[config.mk]
export PLATFORM = sky130hd
export DESIGN_NAME = bitcell_array_4x4
export DESIGN_NICKNAME = d
export VERILOG_FILES = /design/src/rtl/bitcell_array_4x4_pkg.sv /design/src/rtl/bitcell_array_4x4_bitcell.sv /design/src/rtl/bitcell_array_4x4.sv
export SDC_FILE = /design/constraint.sdc
export NUM_CORES = 1
export LEC_CHECK = 0
export CORE_MARGIN = 1
export CORE_UTILIZATION = 35
export CTS_CLUSTER_SIZE = 30
export DETAILED_ROUTE_END_ITERATION = 8
export PLACE_DENSITY = 0.66
export SETUP_SLACK_MARGIN = 0.2
export SYNTH_ARGS = -nofsm -noshare
export SYNTH_HDL_FRONTEND = slang
export SYNTH_SLANG_ARGS = --single-unit
[constraint.sdc]
create_clock -name clk -period 12.4 [get_ports clk]
set_input_delay 2.48 -clock clk [delete_from_list [all_inputs] [get_ports clk]]
set_output_delay 2.48 -clock clk [all_outputs]
set_load 0.005 [all_outputs]
[src/rtl/bitcell_array_4x4_pkg.sv]
// Shared parameters and arithmetic helpers
// for the 4x4 compute-in-memory bitcell array.
package bitcell_array_4x4_pkg;

    localparam int unsigned N_DEF = 4;

    // Two-operand sum truncated to n bits; n >= 32 keeps all bits.
    function automatic logic [31:0] wrap_sum(
        input logic [31:0] a,
        input logic [31:0] b,
        input int unsigned n
    );
        logic [31:0] mask;
        mask = (n >= 32) ? '1 : ((32'd1 << n) - 32'd1);
        return (a + b) & mask;
    endfunction

endpackage

[src/rtl/bitcell_array_4x4_bitcell.sv]
// Single storage bit with write enable and
// activation-gated read-out.
module bitcell
    import bitcell_array_4x4_pkg::*;
(
    input  logic clk,
    input  logic rst_n,
    input  logic we,
    input  logic d,
    input  logic act,
    output logic q
);

    logic w;

    always_ff @(posedge clk) begin
        if (!rst_n) begin
            w <= 1'b0;
        end else if (we) begin
            w <= d;
        end
    end

    assign q = w & act;

endmodule

[src/rtl/bitcell_array_4x4.sv]
// NxN bitcell array with row-gated carry-save
// adder tree and registered MAC output.
module bitcell_array_4x4
    import bitcell_array_4x4_pkg::*;
#(
    parameter int unsigned N = N_DEF
) (
    input  logic         clk,
    input  logic         rst_n,
    input  logic [N-1:0] WL,
    input  logic [N-1:0] BL,
    input  logic [N-1:0] INPUT,
    input  logic [N-1:0] SI,
    input  logic [N-1:0] CI,
    output logic [N-1:0] OUTPUT
);

    logic [N-1:0] prow [N];
    logic         compute;
    logic [N-1:0] sum_nxt;

    // Row i is written from BL[j] per column and gated by BL[i].
    for (genvar i = 0; i < N; i++) begin : g_row
        for (genvar j = 0; j < N; j++) begin : g_col
            bitcell u_cell (
                .clk   (clk),
                .rst_n (rst_n),
                .we    (WL[i]),
                .d     (BL[j]),
                .act   (BL[i]),
                .q     (prow[i][j])
            );
        end
    end

    assign compute = ~|WL;

    // Fold every operand into a sum/carry pair, then one final add.
    always_comb begin
        logic [N-1:0] s;
        logic [N-1:0] c;
        logic [N-1:0] mj;
        logic [31:0]  tot;
        s  = SI;
        c  = INPUT;
        mj = (s & c) | (s & CI) | (c & CI);
        s  = s ^ c ^ CI;
        c  = mj << 1;
        for (int k = 0; k < N; k++) begin
            mj = (s & c) | (s & prow[k]) | (c & prow[k]);
            s  = s ^ c ^ prow[k];
            c  = mj << 1;
        end
        tot     = wrap_sum(32'(s), 32'(c), N);
        sum_nxt = tot[N-1:0];
    end

    always_ff @(posedge clk) begin
        if (!rst_n) begin
            OUTPUT <= '0;
        end else if (compute) begin
            OUTPUT <= sum_nxt;
        end
    end

endmodule

==> summary.md <==
| Metric | Value |
|---|---|
| # IOs | `26` |
| Worst hold slack | `519 ps` |
| Critical path peak fanout | `1` |
| Met2 Usage GRT | `22.2%` |
| Clock latency on the worst-skew pair | `260 ps` |
| Initial antenna violation count | `0` |
| Via density | `4.54` |
| Failing checks | `design-rule violations` |
| Reg clk slew, reported paths | `80 ps` |
| Yosys reg bits | `20` |
| Met1 Use GR | `16.9%` |
| CTS tree | `done` |
| GRT Max-Usage Layer | `met2` |
| Synth top area share | `29.9%` |
| Gate Count Post-Synth | `125` |
| Share of cells above drive strength 1 | `4.73%` |
| Total Power | `0.000178 W` |
| Sequential-to-total area share from yosys stat | `29.9%` |
| Die height | `63.9 um` |
| Placed wire-length estimate | `1870 um` |
| Slew HR | `61.7%` |
| PwrDens | `108 nW/um2` |
| Leakage | `0.701 nW` |
| DIE AREA | `4080 um2` |
| CTS Sinks | `20` |
| Highest-delay cell along the critical path | `fa_1` |
| Final hold viol count | `0` |
| Clk_skew | `9.35 ps` |
| WL final | `2380 um` |
| Initial core utilization | `36.6%` |
| Setup crit start kind | `primary input` |
| Post-synth EDFFs | `0` |
| Final core utilization | `45.1%` |
| Final setup TNS | `0 ps` |
| Vias in the first global route | `914` |
| Maximum VDD drop | `0.0506 mV` |
| Post-CTS Setup Repair Bufs | `0` |
| # DRC | `1` |
| Crit-path max cell delay | `540 ps` |
| Resized Gates After CTS | `0` |
| Rows | `22` |
| Wire per inst | `12.1 um` |
| YS warnings | `0` |
| Htree depth | `1` |
| Async SR Flop Fraction | `0%` |
| First-pass GRT wire length | `4130 um` |
| Yosys top cell by area | `dfxtp_1` |
| Critical Path Sink Type | `flop` |
| Arrival @ worst endpoint | `7020 ps` |
| Die width | `63.9 um` |
| Crit path time final | `6900 ps` |
| Library cells used by synthesis | `18` |
| GR Util met3 | `1.96%` |
| Antenna-violating nets left | `0` |
| Most common cell in the netlist | `dfxtp_1` |
| GRT Resource Usage Total | `13.1%` |
| Top_reg_cell synth | `dfxtp_1` |
| DRT iter0 DRCs | `6` |
| Setup violators final | `0` |
| Mapped Area | `1340 um2` |
| Status | `finished, violations left` |
| Pin count of the biggest net entering global routing | `21` |
| # diodes | `0` |
| Fin crit share | `55.7%` |
| Core area | `3660 um2` |
| CTS root buf | `clkbuf_8` |
| Global placement routability congestion | `0.735` |
| CTS hold repair buffers | `0` |
| Main area contributors after synthesis | `dfxtp_1 30%, fa_1 18%, mux2i_1 14%` |
| Crit path required time | `12510 ps` |
| P&R area growth vs syn | `23.3%` |
| Inserted Clock Buffers | `3` |
| Max Slew Vio Count | `0` |
| Max-cap viol count | `0` |
| Avg Cell Area, Syn | `10.7 um2` |
| Port Buffers | `25` |
| Synth cell count leaders | `20 x dfxtp_1, 19 x mux2i_1, 19 x nor2b_1` |
| Worst slew pin tran | `573 ps` |
| RSZ-0062 raised after global routing | `no` |
| Fmax | `0.145 GHz` |
| Gr ovfl total | `0` |
| CP Class | `in -> reg` |
| CP Cell Sequence | `clkdlybuf4s50_1, inv_1, fa_1, fa_1, inv_1, fa_1, inv_1, fa_1, inv_1, fa_1, ha_1, fa_1, xor2_1, xnor2_1, xnor2_1, xnor2_1, a21oi_1` |
| Vias | `890` |
| Cell repeated most along the worst path | `fa_1` |
| Final net count | `188` |
| CTS Buffer Depth | `2` |
| Tightest Hold Check Type | `reg -> reg` |
| DRT Pass-1 Iters | `5` |
| Post-Syn Nets | `164` |
## through the flow
stage,setup slack [ps],cell area [um2],instances
6_report,5500,1650,196
5_1_grt,5340,1650,196
4_1_cts,5460,1650,196
3_5_place_dp,5220,1600,192
3_3_place_gp,5250,1600,192
2_1_floorplan,5820,1340,125
## power breakdown
part / total, W / switching [W] / internal (W)
sequential: 0.0000697 / 0.00000177 / 0.0000679
combinational: 0.0000583 / 0.0000274 / 0.0000309
clock: 0.0000502 / 0.0000220 / 0.0000282
## worst paths after layout
path,from,end,slack [ps],depth (start not counted)
setup / recovery,CI[1],OUTPUT[3]$_SDFFE_PN0N_,5500,17
hold / removal,g_row[1].g_col[0].u_cell.w$_SDFFE_PN0P_,g_row[1].g_col[0].u_cell.w$_SDFFE_PN0P_,520,2
setup reg to reg,g_row[0].g_col[1].u_cell.w$_SDFFE_PN0P_,OUTPUT[3]$_SDFFE_PN0N_,8360,15
hold reg to reg,g_row[1].g_col[0].u_cell.w$_SDFFE_PN0P_,g_row[1].g_col[0].u_cell.w$_SDFFE_PN0P_,520,2
## flip-flops by register name, summed over array words and instances (netlist names)
name,cells
OUTPUT,4
g_row.g_col.u_cell.w,16
## routing by layer
| layer | wire length, um | vias to the layer above |
|---|---|---|
| li1 | - | 432 |
| met2 | 1210 | 15 |
| met1 | 1070 | 441 |
| met5 | 0 | - |
| met3 | 78 | 2 |
| met4 | 14 | 0 |
## layout by cell type (no fill, tap or decap), drive strengths merged
| master | count |
|---|---|
| o21ai | 1 |
| nor2b | 19 |
| xnor2 | 8 |
| xor2 | 2 |
| clkdlybuf4s50 | 25 |
| ha | 5 |
| a21oi | 1 |
| fa | 12 |
| clkbuf | 4 |
| xnor3 | 1 |
| nor4 | 1 |
| mux2i | 19 |
| nand2 | 9 |
| dfxtp | 20 |
| inv | 14 |
| and2 | 7 |
## final cells by class
type                       instances  area, um2
timing repair buffer              25        250
clock buffer                       4       55.1
fill                             367       2010
inverter                          14       52.6
sequential                        20        400
tap                               48       60.1
multi-input combinational         85        835
## critical path, delay by kind of cell
family / cells / cell delay [ps]
fa+ha+maj: 7 / 3140
buf+inv: 5 / 660
xor+xnor: 4 / 630
compound gates: 1 / 90
## logic make-up after synthesis
family                     count (synthesis)  synth area share (%)
adders and majority gates                 17                  22.6
muxes                                     19                  14.2
buffers and inverters                     20                  7.84
and+or+nand+nor                           36                  16.5
xor gates and xnor gates                  11                  8.22
DFF                                       20                  29.9
AOI/OAI and AO/OA                          2                 0.746
Note: power is estimated with default switching activity, not from simulation.
